### src/rtl/urv_ifetch_line_buffer.sv
// Single-line instruction buffer for the uRV fetch port. A miss refills the
// whole line, word 0 first, over a read-only Wishbone classic master.
module urv_ifetch_line_buffer #(
  parameter int LINE_WORDS = 4
) (
  input  logic        clk_i,
  input  logic        rst_i,
  input  logic [31:0] im_addr_i,
  output logic [31:0] im_data_o,
  output logic        im_valid_o,
  input  logic        inv_i,
  output logic [31:0] wb_adr_o,
  output logic        wb_cyc_o,
  output logic        wb_stb_o,
  output logic        wb_we_o,
  output logic [3:0]  wb_sel_o,
  input  logic [31:0] wb_dat_i,
  input  logic        wb_ack_i
);

  localparam int OFS   = $clog2(LINE_WORDS);
  localparam int TAG_W = 32 - OFS - 2;
  localparam logic [OFS-1:0] CNT_LAST = OFS'(LINE_WORDS - 1);
  localparam logic [OFS-1:0] CNT_ONE  = OFS'(1'b1);

  typedef enum logic [0:0] {
    IDLE = 1'b0,
    FILL = 1'b1
  } state_t;

  state_t           state_q, state_d;
  logic [31:0]      line_q [LINE_WORDS];
  logic [31:0]      line_d [LINE_WORDS];
  logic [TAG_W-1:0] tag_q, tag_d;
  logic [TAG_W-1:0] fill_tag_q, fill_tag_d;
  logic             line_valid_q, line_valid_d;
  logic [OFS-1:0]   cnt_q, cnt_d;
  logic             inv_pend_q, inv_pend_d;
  logic [31:0]      im_data_q, im_data_d;
  logic             im_valid_q, im_valid_d;
  logic [31:0]      wb_adr_q, wb_adr_d;
  logic             wb_cyc_q, wb_cyc_d;

  logic [TAG_W-1:0] addr_tag_s;
  logic [OFS-1:0]   word_idx_s;
  logic             hit_s;
  logic             addr_lsb_unused_s;

  assign addr_tag_s        = im_addr_i[31:OFS+2];
  assign word_idx_s        = im_addr_i[OFS+1:2];
  assign hit_s             = line_valid_q && !inv_i && (tag_q == addr_tag_s);
  assign addr_lsb_unused_s = ^im_addr_i[1:0];

  // Next-state logic for lookup, refill sequencing and invalidation.
  always_comb begin
    state_d      = state_q;
    line_d       = line_q;
    tag_d        = tag_q;
    fill_tag_d   = fill_tag_q;
    line_valid_d = line_valid_q;
    cnt_d        = cnt_q;
    inv_pend_d   = inv_pend_q;
    im_data_d    = im_data_q;
    im_valid_d   = im_valid_q;
    wb_adr_d     = wb_adr_q;
    wb_cyc_d     = wb_cyc_q;
    case (state_q)
      IDLE: begin
        if (inv_i) begin
          line_valid_d = 1'b0;
        end else begin
          line_valid_d = line_valid_q;
        end
        if (hit_s) begin
          im_valid_d = 1'b1;
          im_data_d  = line_q[word_idx_s];
        end else begin
          im_valid_d = 1'b0;
          fill_tag_d = addr_tag_s;
          cnt_d      = {OFS{1'b0}};
          wb_cyc_d   = 1'b1;
          wb_adr_d   = {addr_tag_s, {(OFS+2){1'b0}}};
          state_d    = FILL;
        end
      end
      FILL: begin
        im_valid_d = 1'b0;
        if (inv_i) begin
          inv_pend_d = 1'b1;
        end else begin
          inv_pend_d = inv_pend_q;
        end
        if (wb_ack_i) begin
          line_d[cnt_q] = wb_dat_i;
          cnt_d         = cnt_q + CNT_ONE;
          wb_adr_d      = wb_adr_q + 32'd4;
          // Last word: publish the line unless an invalidate hit any part of the fill.
          if (cnt_q == CNT_LAST) begin
            wb_cyc_d     = 1'b0;
            tag_d        = fill_tag_q;
            line_valid_d = !inv_pend_q && !inv_i;
            inv_pend_d   = 1'b0;
            state_d      = IDLE;
          end else begin
            wb_cyc_d = 1'b1;
          end
        end else begin
          wb_cyc_d = 1'b1;
        end
      end
      default: begin
        state_d    = IDLE;
        wb_cyc_d   = 1'b0;
        im_valid_d = 1'b0;
      end
    endcase
  end

  // State and output registers with synchronous reset.
  always_ff @(posedge clk_i) begin
    if (rst_i) begin
      state_q      <= IDLE;
      for (int i = 0; i < LINE_WORDS; i++) begin
        line_q[i] <= 32'h0;
      end
      tag_q        <= {TAG_W{1'b0}};
      fill_tag_q   <= {TAG_W{1'b0}};
      line_valid_q <= 1'b0;
      cnt_q        <= {OFS{1'b0}};
      inv_pend_q   <= 1'b0;
      im_data_q    <= 32'h0;
      im_valid_q   <= 1'b0;
      wb_adr_q     <= 32'h0;
      wb_cyc_q     <= 1'b0;
    end else begin
      state_q      <= state_d;
      line_q       <= line_d;
      tag_q        <= tag_d;
      fill_tag_q   <= fill_tag_d;
      line_valid_q <= line_valid_d;
      cnt_q        <= cnt_d;
      inv_pend_q   <= inv_pend_d;
      im_data_q    <= im_data_d;
      im_valid_q   <= im_valid_d;
      wb_adr_q     <= wb_adr_d;
      wb_cyc_q     <= wb_cyc_d;
    end
  end

  assign im_data_o  = im_data_q;
  assign im_valid_o = im_valid_q;
  assign wb_adr_o   = wb_adr_q;
  assign wb_cyc_o   = wb_cyc_q;
  assign wb_stb_o   = wb_cyc_q;
  assign wb_we_o    = 1'b0;
  assign wb_sel_o   = 4'hF;

endmodule

### config.mk
export PLATFORM = sky130hd
export DESIGN_NAME = urv_ifetch_line_buffer
export DESIGN_NICKNAME = d
export VERILOG_FILES = /design/src/rtl/urv_ifetch_line_buffer.sv
export SDC_FILE = /design/constraint.sdc
export NUM_CORES = 1
export LEC_CHECK = 0
export CELL_PAD_IN_SITES_DETAIL_PLACEMENT = 0
export CELL_PAD_IN_SITES_GLOBAL_PLACEMENT = 2
export CORE_MARGIN = 1
export CORE_UTILIZATION = 33
export CTS_CLUSTER_SIZE = 16
export DETAILED_ROUTE_END_ITERATION = 10
export HOLD_SLACK_MARGIN = 0.1
export PLACE_DENSITY_LB_ADDON = 0.1
export SLEW_MARGIN = 20
export SYNTH_ARGS = -nofsm -noshare
export SYNTH_HDL_FRONTEND = slang
export SYNTH_SLANG_ARGS = --single-unit
### constraint.sdc
create_clock -name clk_i -period 2.4 [get_ports clk_i]
set_input_delay 0.36 -clock clk_i [delete_from_list [all_inputs] [get_ports clk_i]]
set_output_delay 0.36 -clock clk_i [all_outputs]
set_load 0.005 [all_outputs]
==> impl_metrics.ini <==
[sta]
worstMarginPinSlew_ps = 640
hold_viol_final = 0
grt_setup_unrepaired = false
worst_slack_ps = 237
fin_crit_sh_pct = 90.1
setup-tns-final_ps = 0
setup_viol = 0
drv_slew = 0
slew_headroom_pct = 57.3
max_freq_mhz = 462
fin_crit_ps = 2160
skew_ps = 13.7

[synthesis]
synth_warnings = 0
ys_seq_area_share_pct = 47.3
synth_edf_count = 0
synthArstFlopShare_pct = 0
ys_seq_elements = 253
syn_area_per_cell_um2 = 8.56
netlist_area_mm2 = 0.0107
synth-main-ff-cell = dfxtp_1
synth.distinct_cells = 55
syn_inst = 1252

[setup_path]
max_stage_delay_ps = 490
worst-path-max-fanout = 10
startpoint = im_addr_i[22]
cp.arrival_ps = 2570
cp_common_cell = buf_4
cp_num_buf_inv = 6
crit_family = buffers and inverters
path_cells = clkdlybuf4s50_1 -> inv_1 -> buf_4 -> o221ai_1 -> nor4_1 -> buf_4 -> a31oi_4 -> buf_4 -> buf_4 -> mux2i_1 -> nor2_1
endpoint_kind = flip-flop
timing.rr.start = tag_q[0]
critPathLaunchType = input pin
crit_type = in2reg
worst_path_max_delay_cell = clkdlybuf4s50_1
critical_path_required_ps = 2810

[route]
vias_per_cell = 4.97
drc = 0
vias = 9085
wl_per_cell_um = 17.9
wirelength_um = 32700
initialDrtViolationCount = 549
first_pass_iters = 5
antenna_left = 0

[placement]
place_area_mm2 = 0.0130
gp_congestion = 0.780
io_buffers = 130
dp_cells = 1777
post-dp-hpwl_um = 21100
pre_cts_ws_ps = -334

[global_routing]
grt.total_usage_pct = 19.7
grt_pass1_vias = 8720
grt_pass1_wl_um = 51200
antenna_found_initial = 0
grt_overflow = 0
grt_start_max_net_pins = 80

[cells_and_area]
drive_gt1_share_pct = 12.2
final_cell_count_no_fill = 1828
fillers = 3178
final_nets = 1480
multiInputGateArea_mm2 = 0.00522
final_cell_area_mm2 = 0.0139
area_growth_pct = 30.0
antennaDiodeCount = 0
seq_area_mm2 = 0.00506

[outcome]
status = finished clean

[clocking]
tritoncts = built
clkTransAtPathRegs_ps = 50
root_buffer = clkbuf_16
numCtsBuffers = 30
clk_latency_ps = 550
cts_resized = 0
clock_path_buffers = 3
clock_sinks = 253
cts_hold_buf = 0
htree_num_levels = 1
postCtsSetupBuffers = 0

[floorplanning]
rows = 65
coreArea_mm2 = 0.0317
fp.dieArea_mm2 = 0.0332
start_util_pct = 33.8
chipHeight_um = 182
io_pins = 140
die_w_um = 182

[pwr]
leakagePower_nw = 5.17
power_density_mw_per_mm2 = 698
peakVddDrop_uv = 505

[flow_run]
cap_viol_max_count = 0

[hold_path]
holdCritPathClass = in2reg
min-delay-start = rst_i
==> routing by layer <==
| layer | up-vias | global-route usage (%) | share of wire, % |
|---|---|---|---|
| li1 | 4540 | - | - |
| met1 | 4301 | 29.2 | 50 |
| met2 | 211 | 30.1 | 44 |
| met3 | 33 | 3.01 | 4.6 |
| met4 | 0 | 4.17 | 1.4 |
| met5 | - | 0 | 0 |
==> state kept, by name, summed over array words and instances, names as in the netlist <==
| register | cells |
|---|---|
| line_q | 128 |
| im_data_o | 32 |
| wb_adr_o | 30 |
| fill_tag_q | 28 |
| tag_q | 28 |
| cnt_q | 2 |
| im_valid_o | 1 |
| inv_pend_q | 1 |
| line_valid_q | 1 |
| state_q | 1 |
| wb_cyc_o | 1 |
==> worst reg2reg max path, cell delays in order (launching register included) <==
cell and delay [ps]:
dfxtp_1 320, nor2b_1 130, a2111o_1 460, nor4_4 270, a31oi_4 220, buf_4 230, buf_4 180, mux2i_1 140
nor2_1 50
==> cells in the final DEF, fill, tap and decap left out, drive strengths merged, types with 11 or more instances in the layout <==
cell | Yosys | routed
xnor2 | 32 | 32
a21oi | 183 | 183
nand2 | 356 | 356
nand3 | 11 | 11
nor2 | 74 | 74
clkdlybuf4s50 | 0 | 127
buf | 18 | 87
clkbuf | 79 | 45
a211oi | 12 | 12
nand4 | 15 | 15
dfxtp | 253 | 253
nand2b | 14 | 14
mux2i | 54 | 54
inv | 19 | 19
mux4 | 32 | 32
==> kinds of logic after synthesis <==
logic type / after synthesis / synth area share, %
and+or+nand+nor: 509 / 19.9
DFF: 253 / 47.3
AOI/OAI and AO/OA: 239 / 12.4
buffers and inverters: 116 / 4.45
muxes: 91 / 12.3
xor gates and xnor gates: 37 / 3.02
adders and majority gates: 5 / 0.584
other: 2 / 0.0701
==> power breakdown <==
group          total [mW]  internal [mW]  switching [mW]  leakage (nW)
Combinational       0.866          0.427           0.439          2.65
Sequential           4.41           4.31          0.0995          2.06
Clock                4.45           2.68            1.77         0.466
==> cell type report <==
class | instances | share of cell area (%)
Clock buffer | 44 | 6.21
Inverter | 19 | 0.512
Sequential cell | 253 | 36.4
Timing Repair Buffer | 215 | 15.2
Clock inverter | 7 | 0.656
Tap cell | 402 | 3.61
Multi-Input combinational cell | 888 | 37.4
==> metrics by stage <==
| step | total power, mW | util [%] | hold slack (ps) |
|---|---|---|---|
| finish | 9.73 | 43.9 | 392 |
| global route | 10.1 | 43.9 | 397 |
| CTS | 9.86 | 43.9 | 383 |
| detailed placement | 5.37 | 40.9 | 442 |
| global placement | 5.37 | 40.9 | 437 |
| floorplan | 4.88 | - | 431 |
==> cells in the mapped netlist (all sizes together), types with 4 or more instances <==
master / count / area [um2]
a21oi: 183 / 916
nand3: 11 / 55.1
nand2b: 14 / 87.6
nand4: 15 / 93.8
mux2i: 54 / 541
clkbuf: 79 / 297
buf: 18 / 109
o22ai: 5 / 31.3
nor2: 74 / 278
and3: 7 / 43.8
inv: 19 / 71.3
xor2: 5 / 43.8
ha: 5 / 62.6
nor3: 8 / 40.0
dfxtp: 253 / 5060
a31oi: 6 / 37.5
nor4: 5 / 52.6
xnor2: 32 / 280
o21ai: 8 / 40.0
nand2: 356 / 1340
a221oi: 5 / 43.8
mux4: 32 / 721
mux2: 5 / 56.3
a211oi: 12 / 90.1
o21a: 4 / 30.0
==> worst paths after layout <==
kind / slack (ps) / to / cells past startpoint
worst max-delay path: 240 / fill_tag_q[16] / 11
worst min-delay path: 390 / fill_tag_q[18] / 2
worst max register to register: 270 / fill_tag_q[16] / 8
worst min register to register: 450 / tag_q[26] / 2
(Power assumes the default switching activity.)
